File: config.mk
export PLATFORM = sky130hd
export DESIGN_NAME = hsv_frame_ctrl_flat
export DESIGN_NICKNAME = d
export VERILOG_FILES = /design/src/rtl/hsv_frame_ctrl_pkg.sv /design/src/rtl/hsv_frame_ctrl_if.sv /design/src/rtl/hsv_frame_ctrl_inflight_cnt.sv /design/src/rtl/hsv_frame_ctrl.sv /design/src/flat_wrapper.sv
export SDC_FILE = /design/constraint.sdc
export NUM_CORES = 1
export LEC_CHECK = 0
export ABC_CLOCK_PERIOD_IN_PS = 9700
export CORE_MARGIN = 2
export CORE_UTILIZATION = 35
export CTS_CLUSTER_DIAMETER = 200
export DETAILED_ROUTE_END_ITERATION = 8
export PLACE_DENSITY = 0.67
export SYNTH_ARGS = -nofsm -noshare
export SYNTH_HDL_FRONTEND = slang
export SYNTH_SLANG_ARGS = --single-unit
File: constraint.sdc
create_clock -name clk -period 9.7 [get_ports clk]
set_input_delay 1.94 -clock clk [delete_from_list [all_inputs] [get_ports clk]]
set_output_delay 1.94 -clock clk [all_outputs]
set_load 0.05 [all_outputs]
File: src/rtl/hsv_frame_ctrl_pkg.sv
// Shared types and constants for the RGB2HSV frame sequencer.
// Imported by the frame controller and its testbench.
package hsv_pkg;

   typedef enum logic [2:0] {
      ST_IDLE,
      ST_WAIT_SOF,
      ST_DRAIN,
      ST_SWAP,
      ST_RUN
   } state_e;

   localparam logic [1:0] CFG_SEL_HUE = 2'd0;
   localparam logic [1:0] CFG_SEL_SAT = 2'd1;
   localparam logic [1:0] CFG_SEL_VAL = 2'd2;
   localparam logic [1:0] CFG_SEL_RSV = 2'd3;

   localparam int USER_SOF = 0;
   localparam int USER_EOL = 1;

   // 1.0 in Q1.(w-1): gains reset to unity
   function automatic logic [31:0] gain_unity(input int w);
      return 32'd1 << (w - 1);
   endfunction

endpackage

File: src/rtl/hsv_frame_ctrl_if.sv
// Valid/ready pixel stream bundle (data + sideband user bits).
// master drives the beat, slave returns ready.
interface hsv_frame_ctrl_if #(
   parameter int DW = 24,
   parameter int UW = 8
);
   logic          valid;
   logic          ready;
   logic [DW-1:0] data;
   logic [UW-1:0] user;

   modport master (output valid, data, user, input ready);
   modport slave  (input valid, data, user, output ready);
endinterface

File: src/rtl/hsv_frame_ctrl_inflight_cnt.sv
// Up/down count of beats inside the converter pipeline.
// Bounds are checked so a broken converter tap is caught early.
module hsv_inflight_cnt #(
   parameter int WIDTH = 4,
   parameter int MAX   = 10
) (
   input  logic             clk,
   input  logic             reset,
   input  logic             inc_i,
   input  logic             dec_i,
   output logic [WIDTH-1:0] cnt_o,
   output logic             zero_o
);

   logic [WIDTH-1:0] cnt_q, cnt_d;

   // simultaneous in and out leaves the count unchanged
   always_comb begin
      cnt_d = cnt_q;
      if (inc_i && !dec_i)
         cnt_d = cnt_q + WIDTH'(1);
      else if (dec_i && !inc_i)
         cnt_d = cnt_q - WIDTH'(1);
   end

   // count register
   always_ff @(posedge clk) begin
      if (reset)
         cnt_q <= '0;
      else
         cnt_q <= cnt_d;
   end

   assign cnt_o  = cnt_q;
   assign zero_o = (cnt_q == '0);

   a_no_underflow: assert property (@(posedge clk) disable iff (reset)
      !(dec_i && !inc_i && cnt_q == '0));

   a_no_overflow: assert property (@(posedge clk) disable iff (reset)
      !(inc_i && !dec_i && cnt_q == WIDTH'(MAX)));

endmodule

File: src/rtl/hsv_frame_ctrl.sv
// Frame sequencer in front of RGB2HSV: gates the stream, waits
// for the converter to drain, then swaps shadow cfg at each SOF.
module hsv_frame_ctrl
   import hsv_pkg::*;
#(
   parameter int RGB_DEPTH  = 8,
   parameter int HSV_DEPTH  = 8,
   parameter int PIX_W      = 24,
   parameter int PIPE_DEPTH = 10
) (
   input  logic                 clk,
   input  logic                 reset,
   input  logic                 enable_i,
   input  logic                 cfg_wr_i,
   input  logic [1:0]           cfg_sel_i,
   input  logic [HSV_DEPTH-1:0] cfg_wdata_i,
   input  logic [PIX_W-1:0]     cfg_frame_pix_i,
   hsv_frame_ctrl_if.slave      s,
   hsv_frame_ctrl_if.master     m,
   input  logic                 mon_valid_i,
   input  logic                 mon_ready_i,
   input  logic                 err_clr_i,
   output logic [HSV_DEPTH-1:0] act_hue_off_o,
   output logic [HSV_DEPTH-1:0] act_sat_gain_o,
   output logic [HSV_DEPTH-1:0] act_val_gain_o,
   output logic                 busy_o,
   output logic                 frame_done_o,
   output logic                 err_len_o,
   output logic [15:0]          frame_cnt_o
);

   localparam int CW = $clog2(PIPE_DEPTH + 1);
   localparam logic [HSV_DEPTH-1:0] GAIN_UNITY =
      HSV_DEPTH'(gain_unity(HSV_DEPTH));

   state_e                 state_q, state_d;
   logic [PIX_W-1:0]       pix_q, pix_d, pix_last;
   logic [15:0]            fcnt_q, fcnt_d;
   logic                   err_q, err_d;
   logic [HSV_DEPTH-1:0]   sh_hue_q, sh_sat_q, sh_val_q;
   logic [HSV_DEPTH-1:0]   sh_hue_d, sh_sat_d, sh_val_d;
   logic [HSV_DEPTH-1:0]   ac_hue_q, ac_sat_q, ac_val_q;
   logic [HSV_DEPTH-1:0]   ac_hue_d, ac_sat_d, ac_val_d;
   logic [3*RGB_DEPTH-1:0] pix_data;
   logic [CW-1:0]          inflight;
   logic                   inflight_zero;
   logic                   sof, pass, drop, swap, err_set, done;
   logic                   m_fire;

   assign sof      = s.user[USER_SOF];
   assign pix_data = s.data;
   assign pix_last = (cfg_frame_pix_i == '0) ? '0
                                             : cfg_frame_pix_i - PIX_W'(1);

   assign m.data  = pix_data;
   assign m.user  = s.user;
   assign m.valid = s.valid & pass;
   assign s.ready = (m.ready & pass) | drop;
   assign m_fire  = m.valid & m.ready;

   hsv_inflight_cnt #(
      .WIDTH (CW),
      .MAX   (PIPE_DEPTH)
   ) u_inflight (
      .clk    (clk),
      .reset  (reset),
      .inc_i  (m_fire),
      .dec_i  (mon_valid_i & mon_ready_i),
      .cnt_o  (inflight),
      .zero_o (inflight_zero)
   );

   // frame FSM: next state plus stream gating strobes
   always_comb begin
      state_d = state_q;
      pass    = 1'b0;
      drop    = 1'b0;
      swap    = 1'b0;
      err_set = 1'b0;
      done    = 1'b0;
      unique case (state_q)
         ST_IDLE: begin
            if (enable_i)
               state_d = ST_WAIT_SOF;
         end
         ST_WAIT_SOF: begin
            if (!enable_i) begin
               state_d = ST_IDLE;
            end else if (s.valid && sof) begin
               state_d = ST_DRAIN;
            end else begin
               drop    = 1'b1;
               err_set = s.valid && (fcnt_q != '0);
            end
         end
         ST_DRAIN: begin
            if (inflight_zero)
               state_d = ST_SWAP;
         end
         ST_SWAP: begin
            swap    = 1'b1;
            state_d = ST_RUN;
         end
         ST_RUN: begin
            if (s.valid && sof && pix_q != '0) begin
               err_set = 1'b1;
               state_d = ST_DRAIN;
            end else begin
               pass = 1'b1;
               if (s.valid && m.ready && pix_q == pix_last) begin
                  done    = 1'b1;
                  state_d = ST_WAIT_SOF;
               end
            end
         end
         default: state_d = ST_IDLE;
      endcase
   end

   // counters, sticky error, shadow writes and frame-boundary swap
   always_comb begin
      pix_d    = pix_q;
      fcnt_d   = fcnt_q;
      err_d    = err_q;
      sh_hue_d = sh_hue_q;
      sh_sat_d = sh_sat_q;
      sh_val_d = sh_val_q;
      ac_hue_d = ac_hue_q;
      ac_sat_d = ac_sat_q;
      ac_val_d = ac_val_q;
      if (swap)
         pix_d = '0;
      else if (m_fire)
         pix_d = pix_q + PIX_W'(1);
      if (swap) begin
         fcnt_d   = fcnt_q + 16'd1;
         ac_hue_d = sh_hue_q;
         ac_sat_d = sh_sat_q;
         ac_val_d = sh_val_q;
      end
      if (err_set)
         err_d = 1'b1;
      else if (err_clr_i)
         err_d = 1'b0;
      if (cfg_wr_i) begin
         case (cfg_sel_i)
            CFG_SEL_HUE: sh_hue_d = cfg_wdata_i;
            CFG_SEL_SAT: sh_sat_d = cfg_wdata_i;
            CFG_SEL_VAL: sh_val_d = cfg_wdata_i;
            default:     ;
         endcase
      end
   end

   // state and datapath registers
   always_ff @(posedge clk) begin
      if (reset) begin
         state_q  <= ST_IDLE;
         pix_q    <= '0;
         fcnt_q   <= '0;
         err_q    <= 1'b0;
         sh_hue_q <= '0;
         sh_sat_q <= GAIN_UNITY;
         sh_val_q <= GAIN_UNITY;
         ac_hue_q <= '0;
         ac_sat_q <= GAIN_UNITY;
         ac_val_q <= GAIN_UNITY;
      end else begin
         state_q  <= state_d;
         pix_q    <= pix_d;
         fcnt_q   <= fcnt_d;
         err_q    <= err_d;
         sh_hue_q <= sh_hue_d;
         sh_sat_q <= sh_sat_d;
         sh_val_q <= sh_val_d;
         ac_hue_q <= ac_hue_d;
         ac_sat_q <= ac_sat_d;
         ac_val_q <= ac_val_d;
      end
   end

   assign act_hue_off_o  = ac_hue_q;
   assign act_sat_gain_o = ac_sat_q;
   assign act_val_gain_o = ac_val_q;
   assign busy_o         = (state_q != ST_IDLE);
   assign frame_done_o   = done;
   assign err_len_o      = err_q;
   assign frame_cnt_o    = fcnt_q;

endmodule

File: src/flat_wrapper.sv
// flat-port wrapper written by rule: the top's interface ports become plain ports
module hsv_frame_ctrl_flat import hsv_pkg::*;
#(
   parameter int RGB_DEPTH  = 8,
   parameter int HSV_DEPTH  = 8,
   parameter int PIX_W      = 24,
   parameter int PIPE_DEPTH = 10
)
  (clk, reset, enable_i, cfg_wr_i, cfg_sel_i, cfg_wdata_i, cfg_frame_pix_i, mon_valid_i, mon_ready_i, err_clr_i, act_hue_off_o, act_sat_gain_o, act_val_gain_o, busy_o, frame_done_o, err_len_o, frame_cnt_o, s_valid, s_data, s_user, s_ready, m_valid, m_data, m_user, m_ready);
  hsv_frame_ctrl_if #(.DW(24), .UW(8)) s_i ();
  hsv_frame_ctrl_if #(.DW(24), .UW(8)) m_i ();
  input  logic clk;
  input  logic reset;
  input  logic enable_i;
  input  logic cfg_wr_i;
  input  logic [1:0] cfg_sel_i;
  input  logic [HSV_DEPTH-1:0] cfg_wdata_i;
  input  logic [PIX_W-1:0] cfg_frame_pix_i;
  input  logic mon_valid_i;
  input  logic mon_ready_i;
  input  logic err_clr_i;
  output logic [HSV_DEPTH-1:0] act_hue_off_o;
  output logic [HSV_DEPTH-1:0] act_sat_gain_o;
  output logic [HSV_DEPTH-1:0] act_val_gain_o;
  output logic busy_o;
  output logic frame_done_o;
  output logic err_len_o;
  output logic [15:0] frame_cnt_o;
  input wire logic [$bits(s_i.valid)-1:0] s_valid;
  input wire logic [$bits(s_i.data)-1:0] s_data;
  input wire logic [$bits(s_i.user)-1:0] s_user;
  output wire logic [$bits(s_i.ready)-1:0] s_ready;
  output wire logic [$bits(m_i.valid)-1:0] m_valid;
  output wire logic [$bits(m_i.data)-1:0] m_data;
  output wire logic [$bits(m_i.user)-1:0] m_user;
  input wire logic [$bits(m_i.ready)-1:0] m_ready;
  assign s_i.valid = s_valid;
  assign s_i.data = s_data;
  assign s_i.user = s_user;
  assign s_ready = s_i.ready;
  assign m_valid = m_i.valid;
  assign m_data = m_i.data;
  assign m_user = m_i.user;
  assign m_i.ready = m_ready;
  hsv_frame_ctrl #(.RGB_DEPTH(RGB_DEPTH), .HSV_DEPTH(HSV_DEPTH), .PIX_W(PIX_W), .PIPE_DEPTH(PIPE_DEPTH)) u_core (.clk(clk), .reset(reset), .enable_i(enable_i), .cfg_wr_i(cfg_wr_i), .cfg_sel_i(cfg_sel_i), .cfg_wdata_i(cfg_wdata_i), .cfg_frame_pix_i(cfg_frame_pix_i), .s(s_i), .m(m_i), .mon_valid_i(mon_valid_i), .mon_ready_i(mon_ready_i), .err_clr_i(err_clr_i), .act_hue_off_o(act_hue_off_o), .act_sat_gain_o(act_sat_gain_o), .act_val_gain_o(act_val_gain_o), .busy_o(busy_o), .frame_done_o(frame_done_o), .err_len_o(err_len_o), .frame_cnt_o(frame_cnt_o));
endmodule
Word-level counts from Yosys, hierarchy flattened:

Index checks and enable logic that the tools add are counted.

* add/subtract/negate cells: 5
* eq/ne operators: 11
* muxes and demuxes: 25
* bitwise logic cells: 5
* reductions and logical operators: 23

Operators by type and width (number)
* 24-bit by 1-bit adder with 24-bit output (second input constant): 1
* 24-bit == test: 1
* 24-bit zero test: 1
* 24-bit 2-to-1 mux: 1
* 24-bit nonzero test: 1
* 24-bit by 1-bit subtractor with 24-bit output (second input constant): 1
* 3-bit 2-to-1 mux: 6
* 16-bit by 1-bit adder with 16-bit output (second input constant): 1
* 16-bit nonzero test: 1
* 3-bit case mux with 5 select lines: 1
* 1-bit 2-to-1 mux: 14
* 4-bit 2-to-1 mux: 2
* 1-bit logical AND: 7
* 3-bit by 2-bit == test with 1-bit output (second input constant): 2
* 2-bit AND reduction: 3
* 4-bit by 1-bit adder with 4-bit output (second input constant): 1
* 1-bit AND: 4
* 4-bit zero test: 1
* 4-bit AND reduction: 1
* 2-bit nonzero test: 2
* 4-bit by 1-bit subtractor with 4-bit output (second input constant): 1
* 3-bit by 1-bit == test with 1-bit output (second input constant): 1
* 3-bit == test (second input constant): 1
* 3-bit zero test: 1
* 12 further kinds: 13

* register bits: 96
* bits of input ports: 75
* output and inout port bits: 77

Depth between registers and ports, before layout:

Gate-level depths: netlist of run 1.

* word-level depth: 10
* depth in mapped cells: 16
* depth with buffers taken out: 14

By module:

Synthesis of run 1 repeated with hierarchy kept, for this count alone.

* cells, all modules: 676
* area, all modules: 5472.7 um2

By module, submodules not included
* hsv_frame_ctrl: times used 1, cells an instance 648, area an instance 5221.3 um2
* hsv_inflight_cnt: times used 1, cells an instance 28, area an instance 251.5 um2

Worst setup path after synthesis of run 1:

Ideal clock, no wire load.

* path kind: input-to-output
* start: input cfg_frame_pix_i[0]
* end: output frame_done_o
* arrival time: 5748 ps
* setup slack: 2012 ps
* stages: 12
* path through: inv_1 ha_1 or3b_2 clkbuf_1 or4_1 clkbuf_1 nor2_2 and3_1 o211ai_1 nor3_1 o2111ai_1 nor4_1

* word-level cells in the longest chain between the ends: 7
* elaborated cells on any way between the ends: 8
* those cells by class: add/sub (1); eq/ne (1); mux (4); reduce/logical (2)

RTL lines
* start, declared: RTL line flat_wrapper.sv:18 `input logic [PIX_W-1:0] cfg_frame_pix_i;`
* 24-bit by 1-bit subtractor with 24-bit output or 24-bit zero test (tied branches): RTL line hsv_frame_ctrl.sv:53, hsv_frame_ctrl.sv:52
* 24-bit 2-to-1 mux *: RTL line hsv_frame_ctrl.sv:52 `assign pix_last = (cfg_frame_pix_i == '0) ? '0`
* 24-bit == test *: RTL line hsv_frame_ctrl.sv:110 `if (s.valid && m.ready && pix_q == pix_last) begin`
* 1-bit logical AND *: RTL line hsv_frame_ctrl.sv:110
* 1-bit 2-to-1 mux *: RTL line hsv_frame_ctrl.sv:110
* 1-bit 2-to-1 mux *: RTL line hsv_frame_ctrl.sv:105 `if (s.valid && sof && pix_q != '0) begin`
* 1-bit 2-to-1 mux *: RTL line hsv_frame_ctrl.sv:81 `unique case (state_q)`
* end, declared: RTL line flat_wrapper.sv:26 `output logic frame_done_o;`

Mark *: on every way between the ends. The rest lies on a longest branch, timed or not.

Worst setup path in the final report of run 1:

Ends and elaborated chain as after synthesis.

==> impl_metrics.ini, run 1 <==
[run_status]
status = completed

[cts]
cts_root_buffer = clkbuf_16
worstSkewPairLatency_ns = 0.34
cts_buffers = 9
cts_resized = 0
cts_tree = done
clk_path_buf_depth = 2
cts_setup_buffers = 0
h-tree-depth = 3
clock-sinks = 96
clk_pin_slew_ns = 0.07
postCtsHoldBufs = 0

[yosys]
ys_top_cells_by_area = dfxtp_1, nand2_1, nor2_1, mux2i_1, xor2_1
synth_edf_count = 0
synth_nets = 774
synthFlopType = dfxtp_1
synthTopCellsByCount = dfxtp_1, nand2_1, nor2_1
synth_most_common_cell = dfxtp_1
synth_cell_types = 59
synth_cells = 690
synth-seq-cells = 96
yosysSeqAreaShare_pct = 35.3
yosysTopAreaCell = dfxtp_1
syn_avg_cell_area_sq_um = 7.89
syn-cell-area_sq_mm = 0.00544
synth_top_area_share_pct = 35.3
synth_warnings = 0
async_flop_share_pct = 0

[global_route]
antenna_found_initial = 0
grt_usage_pct = 17.0
grt_pass1_vias = 4418
grt_max_degree = 75
grt.overflow.total = 0
grt_pass1_wl_microns = 22800

[floorplanning]
die_y_microns = 129
die_x_microns = 129
coreArea_sq_mm = 0.0152
rows = 45
die_area_sq_mm = 0.0166
ios = 152
initial_core_util_pct = 35.8

[placed_design]
globalplace.congestion = 0.881
port_buffers = 89
dp.cells = 897
dpl_cell_area_sq_mm = 0.00619
dp_hpwl_microns = 10200

[layout]
nets = 804
syn_to_final_growth_pct = 19.1
stdcell_count = 913
antenna_cells = 0
drive_gt1_share_pct = 4.14
fin_area_sq_mm = 0.00648

[timing]
final-max-slew-violation-count = 0
rsz0062_at_grt = false
fmaxAchievable_mhz = 120
finalClockSkew_ns = 0.0100
setup_tns_ns = 0
final_hold_viol_count = 0
min_period_ns = 8.30
final.period_utilization_pct = 85.6
relSlewSlack_pct = 38.1
setup_viol = 0
tightestPinTransition_ns = 0.928
worst_hold_slack_ns = 0.452

[critical_path]
cp.arrival_ns = 6.36
r2r.worst_path.cells = 14
startpoint_type = primary input
r2r-start = u_core.pix_q[1]
critPathMaxFanout = 10
required_ns = 7.76
critPathLaunch = cfg_frame_pix_i[0]
endpoint_kind = output pin
setup.worst_path.class = primary input to output pin

[drt]
remaining_drc_errors = 0
initialDrtViolationCount = 364
route.vias.total = 4852
viasPerCell = 5.31
drt-pass1-iter-count = 5
drt_wl_total_microns = 14100
ant_nets = 0
wl_per_cell_microns = 15.5

[worst_hold_path]
hold_path_class = flip-flop to flip-flop
worstHoldPathCells = 2
worstHoldStart = u_core.sh_val_q[0]

[power_and_ir_drop]
p_per_area_mw_per_mm2 = 129
power.leakage_nw = 2.29
total_power_w = 0.000837
vdd_drop_max_uv = 94.1

[run]
drv_cap = 0
==> path summary, 6_finish.rpt <==
path	end	slack, ns
max	frame_done_o	1.40
min	u_core.act_val_gain_o[0]	0.45
max reg2reg	u_core.u_inflight.cnt_o[3]	6.18
min reg2reg	u_core.act_val_gain_o[0]	0.45
==> critical path, stage by stage <==
cell and delay, ns:
clkdlybuf4s50_1 0.55, inv_1 0.11, ha_1 0.19, or3b_2 0.56
or4_1 0.65, nor2_2 0.40, and3_1 0.22, o211ai_1 0.08
nor3_1 0.25, o2111ai_1 0.13, nor4_1 0.38, clkdlybuf4s50_1 0.88
==> where the power goes <==
| part | leakage [nW] | total, W | switching (W) | internal (W) |
|---|---|---|---|---|
| combinational | 1.36 | 0.0000815 | 0.0000440 | 0.0000375 |
| clock | 0.147 | 0.000352 | 0.000169 | 0.000183 |
| sequential | 0.776 | 0.000403 | 0.00000399 | 0.000399 |
==> layout by cell type (no fill, tap or decap), types with 3 or more instances in the layout <==
master           Yosys  routed
xnor2_1             23      23
and3_1              11      11
o21ai_0             24      24
clkdlybuf4s50_1      0      88
a31oi_1              4       4
nand4b_1             4       4
nand2b_1             4       4
a211o_1              3       3
nand3b_1             7       7
nor3b_1              5       5
mux2i_1             26      26
or3_1               20      20
inv_1               15      15
nand2_1             86      86
buf_4               32       3
or4_1                6       6
a21oi_1             44      44
nor4_1              18      18
xor2_1              29      29
nor3_1              26      26
nor4b_1              4       4
nand3_1             19      19
nor2_1              78      77
nand4_1             15      15
clkbuf_16            0       9
o31ai_1              3       3
ha_1                 8       8
dfxtp_1             96      96
==> final cells by class <==
cell class,instances,area (sq um)
Fill cell,1531,8720
Clock buffer,9,225
Tap cell,188,235
Multi-Input combinational cell,506,3060
Inverter,15,56.3
Timing Repair Buffer,92,908
Clock inverter,7,73.8
Sequential cell,96,1920
==> cells by family after synthesis <==
family          count (synthesis)  synth area share (%)
simple gates                  315                  28.9
compound gates                103                  11.6
flops                          96                  35.3
buf+inv                        88                  8.44
xor+xnor                       53                  8.78
mux                            26                  4.78
fa+ha+maj                       9                  2.21
==> metrics by stage <==
stage          util, %  setup slack [ns]
6_report          42.7              1.40
5_1_grt           42.7              1.19
4_1_cts           42.7              1.40
3_5_place_dp      40.7              1.41
3_3_place_gp      40.7              1.44
2_1_floorplan        -              2.01
==> metal layers <==
layer  up-vias  GRT usage [%]  routed length [microns]
met3        13           3.08                      602
li1       2449              -                        -
met2       115           27.0                     6550
met5         -              0                        0
met4         0           3.32                      130
met1      2275           24.3                     6830
==> registers in the layout, indices dropped and copies added (netlist names) <==
register,cells
u_core.err_len_o,1
u_core.act_hue_off_o,8
u_core.sh_hue_q,8
u_core.u_inflight.cnt_o,4
u_core.state_q,3
u_core.pix_q,24
u_core.act_val_gain_o,8
u_core.sh_val_q,8
u_core.act_sat_gain_o,8
u_core.frame_cnt_o,16
u_core.sh_sat_q,8
Power figures use the tool's default switching activity.
==> inputs of run 2 (changes only) <==
ABC_CLOCK_PERIOD_IN_PS = 10600   (was 9700)
CORE_MARGIN = default   (was 2)
clock period = 10.6 ns   (was 9.7 ns; I/O delays follow)
==> run 2 against run 1 <==
Net effect: die area down 3.1%; clock power shrank 5%; worst setup slack better by 0.59 ns; combinational power is 8.7% lower; non-clock buffer count unchanged; global-route usage grew 0.16 points; worst hold slack hardly changed; critical path depth is the same; final cell count did not move; wire length decreased by 2.6%; register-to-register slack better by 0.97 ns; largest cell class unchanged; via count increased by 0.66%.
==> impl_metrics.ini, run 2 (synthesis results as in run 1) <==
[floorplanning]
coreArea_sq_mm = 0.0152
die_x_microns = 127
initial_core_util_pct = 35.8
ios = 152
die_y_microns = 127
rows = 45
die_area_sq_mm = 0.0161

[cts]
clk_path_buf_depth = 2
clock-sinks = 96
worstSkewPairLatency_ns = 0.34
cts_buffers = 9
cts_tree = done
cts_resized = 0
clk_pin_slew_ns = 0.07
h-tree-depth = 3
cts_root_buffer = clkbuf_16
cts_setup_buffers = 0
postCtsHoldBufs = 0

[timing]
final-max-slew-violation-count = 0
min_period_ns = 8.61
worst_hold_slack_ns = 0.453
relSlewSlack_pct = 37.6
setup_viol = 0
final.period_utilization_pct = 81.3
setup_tns_ns = 0
fmaxAchievable_mhz = 116
tightestPinTransition_ns = 0.936
final_hold_viol_count = 0
finalClockSkew_ns = 0.00867
rsz0062_at_grt = false

[drt]
remaining_drc_errors = 0
ant_nets = 0
initialDrtViolationCount = 389
viasPerCell = 5.35
wl_per_cell_microns = 15.1
drt-pass1-iter-count = 5
drt_wl_total_microns = 13800
route.vias.total = 4884

[layout]
fin_area_sq_mm = 0.00649
layout_commonest_cell = dfxtp_1
nets = 804
syn_to_final_growth_pct = 19.3
largest_reg_flops = 24
layout_common_cells = dfxtp_1, clkdlybuf4s50_1, nand2_1, nor2_1, a21oi_1
stdcell_count = 913
top_register = u_core.pix_q
fillers = 1505
drive_gt1_share_pct = 4.14
antenna_cells = 0

[power_and_ir_drop]
power.leakage_nw = 2.29
pwr-share-comb_pct = 9.5
p_per_area_mw_per_mm2 = 120
switching_share_pct = 24.6
power.switching_w = 0.000192
clock_power_share_pct = 43.1
p_seq_share_pct = 47.3
vdd_drop_max_uv = 91.5
intPower_w = 0.000588

[global_route]
grt_pass1_wl_microns = 22100
grt.overflow.total = 0
grt_pass1_vias = 4393
antenna_found_initial = 0
grt_usage_pct = 17.1
grt_max_degree = 75

[critical_path]
cp.arrival_ns = 6.49
crit_top_cell = clkdlybuf4s50_1
critPathLaunch = cfg_frame_pix_i[0]
endpoint_kind = output pin
setup.worst_path.class = primary input to output pin
critPathMaxFanout = 10
required_ns = 8.48
path_cells = clkdlybuf4s50_1 -> inv_1 -> ha_1 -> or3b_2 -> or4_1 -> nor2_2 -> and3_1 -> o211ai_1 -> nor3_1 -> o2111ai_1 -> nor4_1 -> clkdlybuf4s50_1
max_stage_delay_ns = 0.88
slowest_stage = clkdlybuf4s50_1
r2r-start = u_core.pix_q[1]
startpoint_type = primary input

[worst_hold_path]
worstHoldStart = u_core.sh_val_q[0]
hold_path_class = flip-flop to flip-flop

[placed_design]
dp_hpwl_microns = 9970
port_buffers = 89
dpl_cell_area_sq_mm = 0.00619
globalplace.congestion = 0.906
dp.cells = 897

[run_status]
status = completed

[run]
drv_cap = 0
==> run 2: cell count changes in the layout (fill, tap and decap cells not counted), sizes merged <==
| cell | previous run | this run |
|---|---|---|
| clkinvlp | 0 | 1 |
| clkinv | 3 | 0 |
| inv | 19 | 20 |
| bufinv | 0 | 1 |
==> run 2: metal layers <==
layer	track usage, %	part of all wire (%)	vias up
met1	23.6	48	2265
li1	-	-	2447
met4	5.81	1.9	0
met5	0	0	-
met3	3.16	5.2	20
met2	27.0	45	152
==> run 2: layout make-up <==
type                            count  area [sq um]  share of cell area, %
Multi-Input combinational cell    506          3060                   47.2
Sequential cell                    96          1920                   29.6
Timing Repair Buffer               92           908                   14.0
Tap cell                          188           235                   3.62
Clock buffer                        9           225                   3.47
Clock inverter                      7          83.8                   1.29
Inverter                           15          56.3                  0.867
==> run 2: power groups by stage <==
stage,clock (W),sequential (W),combinational [W]
after floorplan,0,0.000377,0.0000730
after global placement,0,0.000377,0.0000735
after detailed placement,0,0.000378,0.0000734
after CTS,0.000347,0.000369,0.0000741
after global routing,0.000361,0.000370,0.0000806
final,0.000336,0.000369,0.0000744
==> run 2: per-stage QoR <==
| step | worst slack [ns] | power (W) | util, % |
|---|---|---|---|
| 5_1_grt | 1.80 | 0.000811 | 42.7 |
| 6_report | 1.99 | 0.000780 | 42.7 |
| 2_1_floorplan | 2.55 | 0.000450 | - |
| 3_3_place_gp | 2.05 | 0.000451 | 40.7 |
| 4_1_cts | 1.99 | 0.000790 | 42.7 |
| 3_5_place_dp | 2.00 | 0.000451 | 40.7 |
==> run 2: path summary, 6_finish.rpt <==
check                                    end  slack [ns]  depth (start not counted)
setup reg to reg  u_core.u_inflight.cnt_o[3]        7.15                         14
hold reg to reg     u_core.act_val_gain_o[0]        0.45                          2
setup / recovery                frame_done_o        1.99                         12
hold / removal      u_core.act_val_gain_o[0]        0.45                          2
==> run 2: critical path, delay by kind of cell <==
family	cells	cell delay, ns
and+or+nand+nor	6	2.44
AOI/OAI and AO/OA	2	0.21
buffers and inverters	3	1.53
adders and majority gates	1	0.19
==> inputs of run 3 (changes only) <==
ABC_CLOCK_PERIOD_IN_PS = 8460   (was 10600)
clock period = 8.46 ns   (was 10.6 ns; I/O delays follow)
==> run 3 against run 2 <==
Net effect: final area decreased by 0.19%; sequential share of layout area is 0.057 points higher; count of clock-buffer cells in the layout is the same.
==> impl_metrics.ini, run 3 (synthesis results as in run 1) <==
[global_route]
antenna_found_initial = 0
grt_usage_pct = 17.2
grt.overflow.total = 0
grt_pass1_vias = 4428
grt_pass1_wl_microns = 22300
grt_max_degree = 75

[placed_design]
place_ws_ns = 0.775
port_buffers = 89
globalplace.congestion = 0.900
dp.cells = 898
dp_hpwl_microns = 10100

[critical_path]
worst-path-buf-inv = 3
max_stage_delay_ns = 0.89
startpoint_type = primary input
setup.worst_path.class = primary input to output pin
critPathMaxFanout = 9
crit_top_cell = clkdlybuf4s50_1
cp_top_family = simple AND/OR/NAND/NOR gates
required_ns = 6.77
endpoint_kind = output pin
cp.arrival_ns = 6.01
slowest_stage = clkdlybuf4s50_1
path_cells = clkdlybuf4s50_1 -> inv_1 -> ha_1 -> or3b_2 -> or4_1 -> or2_0 -> a311oi_1 -> a221oi_1 -> nand3b_1 -> nor4_1 -> clkdlybuf4s50_1
r2r.worst_path.cells = 14
r2r_setup_slack_ns = 5.08
cp.depth = 11

[floorplanning]
initial_core_util_pct = 35.8
die_area_sq_mm = 0.0161
ios = 152
die_y_microns = 127
rows = 45
die_x_microns = 127
coreArea_sq_mm = 0.0152

[cts]
postCtsHoldBufs = 0
cts_resized = 0
cts_root_buffer = clkbuf_16
cts_tree = done
h-tree-depth = 3
clock-sinks = 96
clk_pin_slew_ns = 0.07
cts_buffers = 9
cts_setup_buffers = 0
clk_path_buf_depth = 2
worstSkewPairLatency_ns = 0.34

[layout]
nets = 805
fillers = 1547
antenna_cells = 0
top_register = u_core.pix_q
layout_commonest_cell = dfxtp_1
stdcell_count = 914
largest_reg_flops = 24
layout_common_cells = dfxtp_1, clkdlybuf4s50_1, nand2_1, nor2_1, a21oi_1
drive_gt1_share_pct = 4.27
syn_to_final_growth_pct = 19.1

[timing]
final_hold_viol_count = 0
final.period_utilization_pct = 91.0
finalClockSkew_ns = 0.00947
relSlewSlack_pct = 36.0
min_period_ns = 7.70
fmaxAchievable_mhz = 130
worst_hold_slack_ns = 0.453
setup_viol = 0
setup_tns_ns = 0
timing.final.ws_setup_ns = 0.760
tightestPinTransition_ns = 0.960
rsz0062_at_grt = false
final-max-slew-violation-count = 0

[power_and_ir_drop]
pwr-share-comb_pct = 9.8
clock_power_share_pct = 41.4
intPower_w = 0.000707
power.leakage_nw = 2.28
total_power_w = 0.000947
switching_share_pct = 25.4
p_seq_share_pct = 48.8
p_per_area_mw_per_mm2 = 146
vdd_drop_max_uv = 86.5
power.switching_w = 0.000241

[drt]
drt_wl_total_microns = 13800
initialDrtViolationCount = 354
ant_nets = 0
viasPerCell = 5.32
route.vias.total = 4865
drt-pass1-iter-count = 5
wl_per_cell_microns = 15.1
remaining_drc_errors = 0

[run]
drv_cap = 0

[worst_hold_path]
hold_path_class = flip-flop to flip-flop
worstHoldPathCells = 2

[run_status]
status = completed
## run 3: final timing paths
| check | from | end |
|---|---|---|
| max | cfg_frame_pix_i[0] | frame_done_o |
| min | u_core.sh_sat_q[0] | u_core.act_sat_gain_o[0] |
| max reg2reg | u_core.pix_q[0] | u_core.u_inflight.cnt_o[3] |
| min reg2reg | u_core.sh_sat_q[0] | u_core.act_sat_gain_o[0] |
## run 3: power by group through the flow
stage / Sequential (W) / Combinational [W] / Clock, W
2_1_floorplan: 0.000473 / 0.0000915 / 0
3_3_place_gp: 0.000473 / 0.0000922 / 0
3_5_place_dp: 0.000473 / 0.0000926 / 0
4_1_cts: 0.000462 / 0.0000930 / 0.000400
5_1_grt: 0.000463 / 0.000101 / 0.000422
6_report: 0.000462 / 0.0000930 / 0.000392
## run 3: layout make-up
class	count	area, sq um	share of cell area, %
tap	188	235	3.63
sequential	96	1920	29.6
multi-input combinational	506	3060	47.3
inverter	15	56.3	0.869
clock inverter	7	63.8	0.984
timing repair buffer	93	916	14.1
clock buffer	9	225	3.47
## run 3: worst reg2reg max path, delay by kind of cell, from the launching register on
family	cells	cell delay (ns)
adder cells (fa/ha/maj)	3	0.66
XOR/XNOR	1	0.09
flip-flops	1	0.40
buffers and inverters	2	0.21
AO/OA/AOI/OAI	4	0.67
AND/OR/NAND/NOR	4	1.28
## run 3: per-stage QoR
step	util, %	cell area (sq um)
6_report	42.6	6480
5_1_grt	42.6	6480
4_1_cts	42.6	6480
3_5_place_dp	40.7	6190
3_3_place_gp	40.7	6190
2_1_floorplan	-	5440
## run 3: layer usage
metal	track usage (%)	wire (microns)
met1	23.8	6680
met2	27.5	6280
met3	2.95	708
met4	4.76	169
met5	0	0
==> RTL edit 1 (settings of run 3) <==
Encoding of `state_e`: now one-hot (5 bits for 5 states).
--- a/src/rtl/hsv_frame_ctrl_pkg.sv
+++ b/src/rtl/hsv_frame_ctrl_pkg.sv
@@ -3,10 +3,10 @@
 package hsv_pkg;
 
-   typedef enum logic [2:0] {
-      ST_IDLE,
-      ST_WAIT_SOF,
-      ST_DRAIN,
-      ST_SWAP,
-      ST_RUN
+   typedef enum logic [4:0] {
+      ST_IDLE     = 5'b00001,
+      ST_WAIT_SOF = 5'b00010,
+      ST_DRAIN    = 5'b00100,
+      ST_SWAP     = 5'b01000,
+      ST_RUN      = 5'b10000
    } state_e;
 
Function: same outputs for any inputs over 4 cycles, from zero or initial values and one cycle with reset high; so few cycles prove little.
==> RTL edit 1 against run 3 <==
- sequential share of layout area decreased by 0.67 points
- total power is 7.3% higher
- worst hold slack got worse by 5.1 ps
- die area increased by 3.2%
- routed wire length is 1.9% higher
- largest power group unchanged
- sequential cell count rose by 2
- worst setup slack improved by 170 ps
- first-iteration DRC count rose by 5.1%
- combinational power increased by 6.0%
- cell area increased by 4.4%
- count of clock-buffer cells in the layout up 1
- area after synthesis increased by 3.3%
==> RTL edit 1: results <==
metrics = {
    "power_and_ir_drop": {
        "p_leak_nw": 2.45,
        "power_frac_clock_pct": 43.7,
        "comb_power_uw": 98.6,
        "netSwitchingPower_uw": 234,
        "worst_ir_drop_vdd_v": 0.000118,
    },
    "final_layout": {
        "num-nets-final": 824,
        "register_area_mm2": 0.00196,
        "n_sequential_cell": 98,
        "clkbuf_count": 10,
        "core_occupancy_in_the_finished_layout_pct": 43.9,
        "signal_buffer_area_fraction_pct": 13.7,
        "multi_input_area_share_pct": 47.4,
        "clockNetworkAreaShare_pct": 4.84,
        "instances_no_fill": 956,
        "multiInputCombCellCount": 516,
        "n_fill_cell": 1562,
        "nonClockBufferCount": 95,
        "drive_gt1_share_pct": 5.23,
    },
    "worst_setup_path": {
        "launching_point_of_the_worst_reg2reg_path": "u_core.state_q[0]$_SDFFE_PP1P_",
        "critical_path.max_stage_delay_ps": 850,
        "cp_max_fo": 6,
        "rrSetupSlack_ps": 4920,
        "crit-reg2reg-capture": "u_core.u_inflight.cnt_o[3]$_SDFFE_PP0P_",
        "timing.critical_path.from": "cfg_frame_pix_i[2]",
    },
    "synth": {
        "synth.top_cells.by_area": "dfxtp_1, nor2_1, mux2i_1, nand2_1, buf_4",
        "synth.cells.most_frequent": "dfxtp_1, nor2_1, nand2_1, a21oi_1, buf_4",
        "syn-instance-count": 699,
        "synthesized_nets": 783,
        "synth_sequential_area_ratio_pct": 34.9,
        "yosysUniqueCellTypes": 61,
    },
    "clock_network": {
        "clockBufferDepth": 2,
    },
    "global_route": {
        "grtUsageTotal_pct": 17.2,
        "first_global_vias": 4583,
        "grt_first_pass_wirelength_mm": 22.7,
    },
    "detailed_routing": {
        "vias": 4977,
        "drt_iter0_drc": 372,
        "detailedRoute.firstPassIterationCount": 5,
        "wire_length_reported_by_the_detailed_router_mm": 14.1,
    },
    "timing": {
        "highest_clock_frequency_the_design_can_meet_mhz": 133,
        "timing.clock.skew_ps": 6.17,
        "worst_margin_slew_ps": 1060,
    },
    "placement": {
        "finalWeightedCongestion": 0.915,
        "dpl_worst_slack_ps": 929,
        "placement.cell_area_mm2": 0.00644,
        "numPlacedInstances": 940,
        "post_detailed_placement_half_perimeter_wirelength_mm": 10.4,
    },
    "die": {
        "tapcell.inserted": 211,
    },
    "run_status": {
        "run_status": "finished, final reports clean",
    },
}
RTL edit 1: cell types whose count changed after synthesis, sizes merged, moves of 4 or more:
| cell | delta |
|---|---|
| a21oi | -4 |
| and3 | -5 |
| and4 | +5 |
| buf | -7 |
| inv | +5 |
| nand2 | -10 |
| nand3 | +7 |
| nand4 | +4 |
| nor2 | +15 |
| nor2b | +8 |
| nor3 | -7 |
| o21ai | -5 |
| or3 | -9 |
| xnor2 | +5 |
RTL edit 1: metal layers:
metal,routed length [µm],GRT usage (%),up-vias
met1,6740,23.0,2307
li1,-,-,2494
met3,747,3.53,21
met4,221,4.64,0
met2,6400,28.1,155
met5,0,0,-
RTL edit 1: worst min-delay path by stage:
stage,from,to,slack [ps],cells after the start
detailed placement,u_core.sh_sat_q[5]$_SDFFE_PP0P_,u_core.act_sat_gain_o[5]$_SDFFE_PP0P_,440,2
global route,u_core.sh_hue_q[5]$_SDFFE_PP0P_,u_core.act_hue_off_o[5]$_SDFFE_PP0P_,470,2
CTS,u_core.sh_sat_q[5]$_SDFFE_PP0P_,u_core.act_sat_gain_o[5]$_SDFFE_PP0P_,450,2
floorplan,u_core.sh_hue_q[0]$_SDFFE_PP0P_,u_core.act_hue_off_o[0]$_SDFFE_PP0P_,430,2
global placement,u_core.sh_val_q[3]$_SDFFE_PP0P_,u_core.act_val_gain_o[3]$_SDFFE_PP0P_,440,2
finish,u_core.sh_sat_q[5]$_SDFFE_PP0P_,u_core.act_sat_gain_o[5]$_SDFFE_PP0P_,450,2
RTL edit 1: cells by family after synthesis:
family / after synthesis / synth area share, %
and+or+nand+nor: 326 / 29.2
adders and majority gates: 9 / 2.14
AOI/OAI and AO/OA: 93 / 10.4
buffers and inverters: 85 / 7.99
DFF: 98 / 34.9
xor gates and xnor gates: 58 / 9.97
muxes: 30 / 5.36
==> RTL edit 2 (flow settings as in run 3) <==
Made on the original files. `PIPE_DEPTH` is set to 10 in 2 places; all go to 5.
--- a/src/rtl/hsv_frame_ctrl.sv
+++ b/src/rtl/hsv_frame_ctrl.sv
@@ -7,5 +7,5 @@
    parameter int HSV_DEPTH  = 8,
    parameter int PIX_W      = 24,
-   parameter int PIPE_DEPTH = 10
+   parameter int PIPE_DEPTH = 5
 ) (
    input  logic                 clk,
--- a/src/flat_wrapper.sv
+++ b/src/flat_wrapper.sv
@@ -5,5 +5,5 @@
    parameter int HSV_DEPTH  = 8,
    parameter int PIX_W      = 24,
-   parameter int PIPE_DEPTH = 10
+   parameter int PIPE_DEPTH = 5
 )
   (clk, reset, enable_i, cfg_wr_i, cfg_sel_i, cfg_wdata_i, cfg_frame_pix_i, mon_valid_i, mon_ready_i, err_clr_i, act_hue_off_o, act_sat_gain_o, act_val_gain_o, busy_o, frame_done_o, err_len_o, frame_cnt_o, s_valid, s_data, s_user, s_ready, m_valid, m_data, m_user, m_ready);
Function: same outputs for any inputs over 4 cycles, from zero or initial values and one cycle with reset high; that may be too few to reach the edited logic, so the function may still have changed.
==> RTL edit 2 against run 3 <==
- first-iteration DRC count up 4.8%
- register-to-register slack lost 240 ps
- synthesized cell count grew 0.14%
- total power fell by 0.60%
- combinational power grew 5.5%
- sequential power down 0.9%
- cell area increased by 2.5%
- critical path depth is 1 higher
- routed wire length rose by 3.0%
- worst setup slack improved by 16 ps
- area after synthesis grew 2.3%
- sequential cell count down 1
- critical endpoint unchanged
- largest cell class unchanged
==> RTL edit 2: results <==
metrics = {
    "final_layout": {
        "num-nets-final": 810,
        "n_all_inverters": 18,
        "nonClockBufferCount": 94,
        "instances_no_fill": 944,
        "multiInputCombCellCount": 510,
        "clockNetworkAreaShare_pct": 4.27,
        "clkbuf_count": 11,
    },
    "min_path": {
        "min-delay-start": "u_core.sh_val_q[4]$_SDFFE_PP0P_",
        "terminating_pin_of_the_worst_hold_path": "u_core.act_val_gain_o[4]$_SDFFE_PP0P_",
    },
    "detailed_routing": {
        "routed_via_density": 5.23,
        "drt_iter0_drc": 371,
    },
    "power_and_ir_drop": {
        "combinationalPowerShare_pct": 10.4,
        "fraction_of_power_consumed_by_sequential_logic_pct": 48.6,
        "netSwitchingPower_uw": 230,
        "worst_ir_drop_vdd_v": 0.000102,
        "p_leak_nw": 2.27,
    },
    "synth": {
        "synth.top_cells.by_area": "dfxtp_1, nand2_1, nor2_1, mux2i_1, buf_4",
        "synthesized_nets": 773,
        "yosysUniqueCellTypes": 69,
        "xor_xnor_portion_of_the_synthesized_cell_area_pct": 8.20,
        "synth-compound-area-share_pct": 13.0,
        "synth-seq-cells": 95,
        "syn_avg_cell_area_um2": 8.06,
        "synth.cells.most_frequent": "dfxtp_1, nand2_1, nor2_1, a21oi_1, buf_4",
    },
    "timing": {
        "timing.clock.skew_ps": 10.6,
        "fin_hold_ws_ps": 449,
    },
    "placement": {
        "placement.cell_area_mm2": 0.00636,
        "numPlacedInstances": 928,
        "post_detailed_placement_half_perimeter_wirelength_mm": 10.4,
        "finalWeightedCongestion": 0.913,
        "dpl_worst_slack_ps": 816,
    },
    "global_route": {
        "use_met2_pct": 28.5,
        "groute.layer.met1.usage_pct": 24.1,
        "first_global_vias": 4397,
    },
    "worst_setup_path": {
        "cp_max_fo": 12,
        "crit-reg2reg-capture": "u_core.pix_q[10]$_SDFFE_PP0P_",
        "rrSetupSlack_ps": 4840,
        "worstPathArrival_ps": 5990,
        "launching_point_of_the_worst_reg2reg_path": "u_core.pix_q[3]$_SDFFE_PP0P_",
        "worst_r2r_path_depth": 8,
    },
    "run_status": {
        "run_status": "finished, final reports clean",
    },
}
[RTL edit 2: changes by cell type after synthesis, moves of 3 or more]
| cell | run 3 | this run |
|---|---|---|
| nor4_1 | 18 | 15 |
| o21ai_1 | 0 | 7 |
| o21ai_0 | 24 | 10 |
| nand2_1 | 86 | 80 |
| xnor2_1 | 23 | 26 |
| inv_1 | 15 | 18 |
| xor2_1 | 29 | 23 |
| nand4_1 | 15 | 21 |
| nor3_1 | 26 | 19 |
| a21oi_1 | 44 | 47 |
| clkbuf_1 | 33 | 27 |
| nor4_2 | 0 | 3 |
[RTL edit 2: worst max-delay path: stages]
cell and delay (ps):
clkdlybuf4s50_1 550, inv_1 130, ha_1 240, or4b_1 530
nor4_2 390, nand2_1 360, a211o_1 360, a21oi_1 200
nand4_1 100, or4_4 530, nor2_1 110, clkdlybuf4s50_1 800
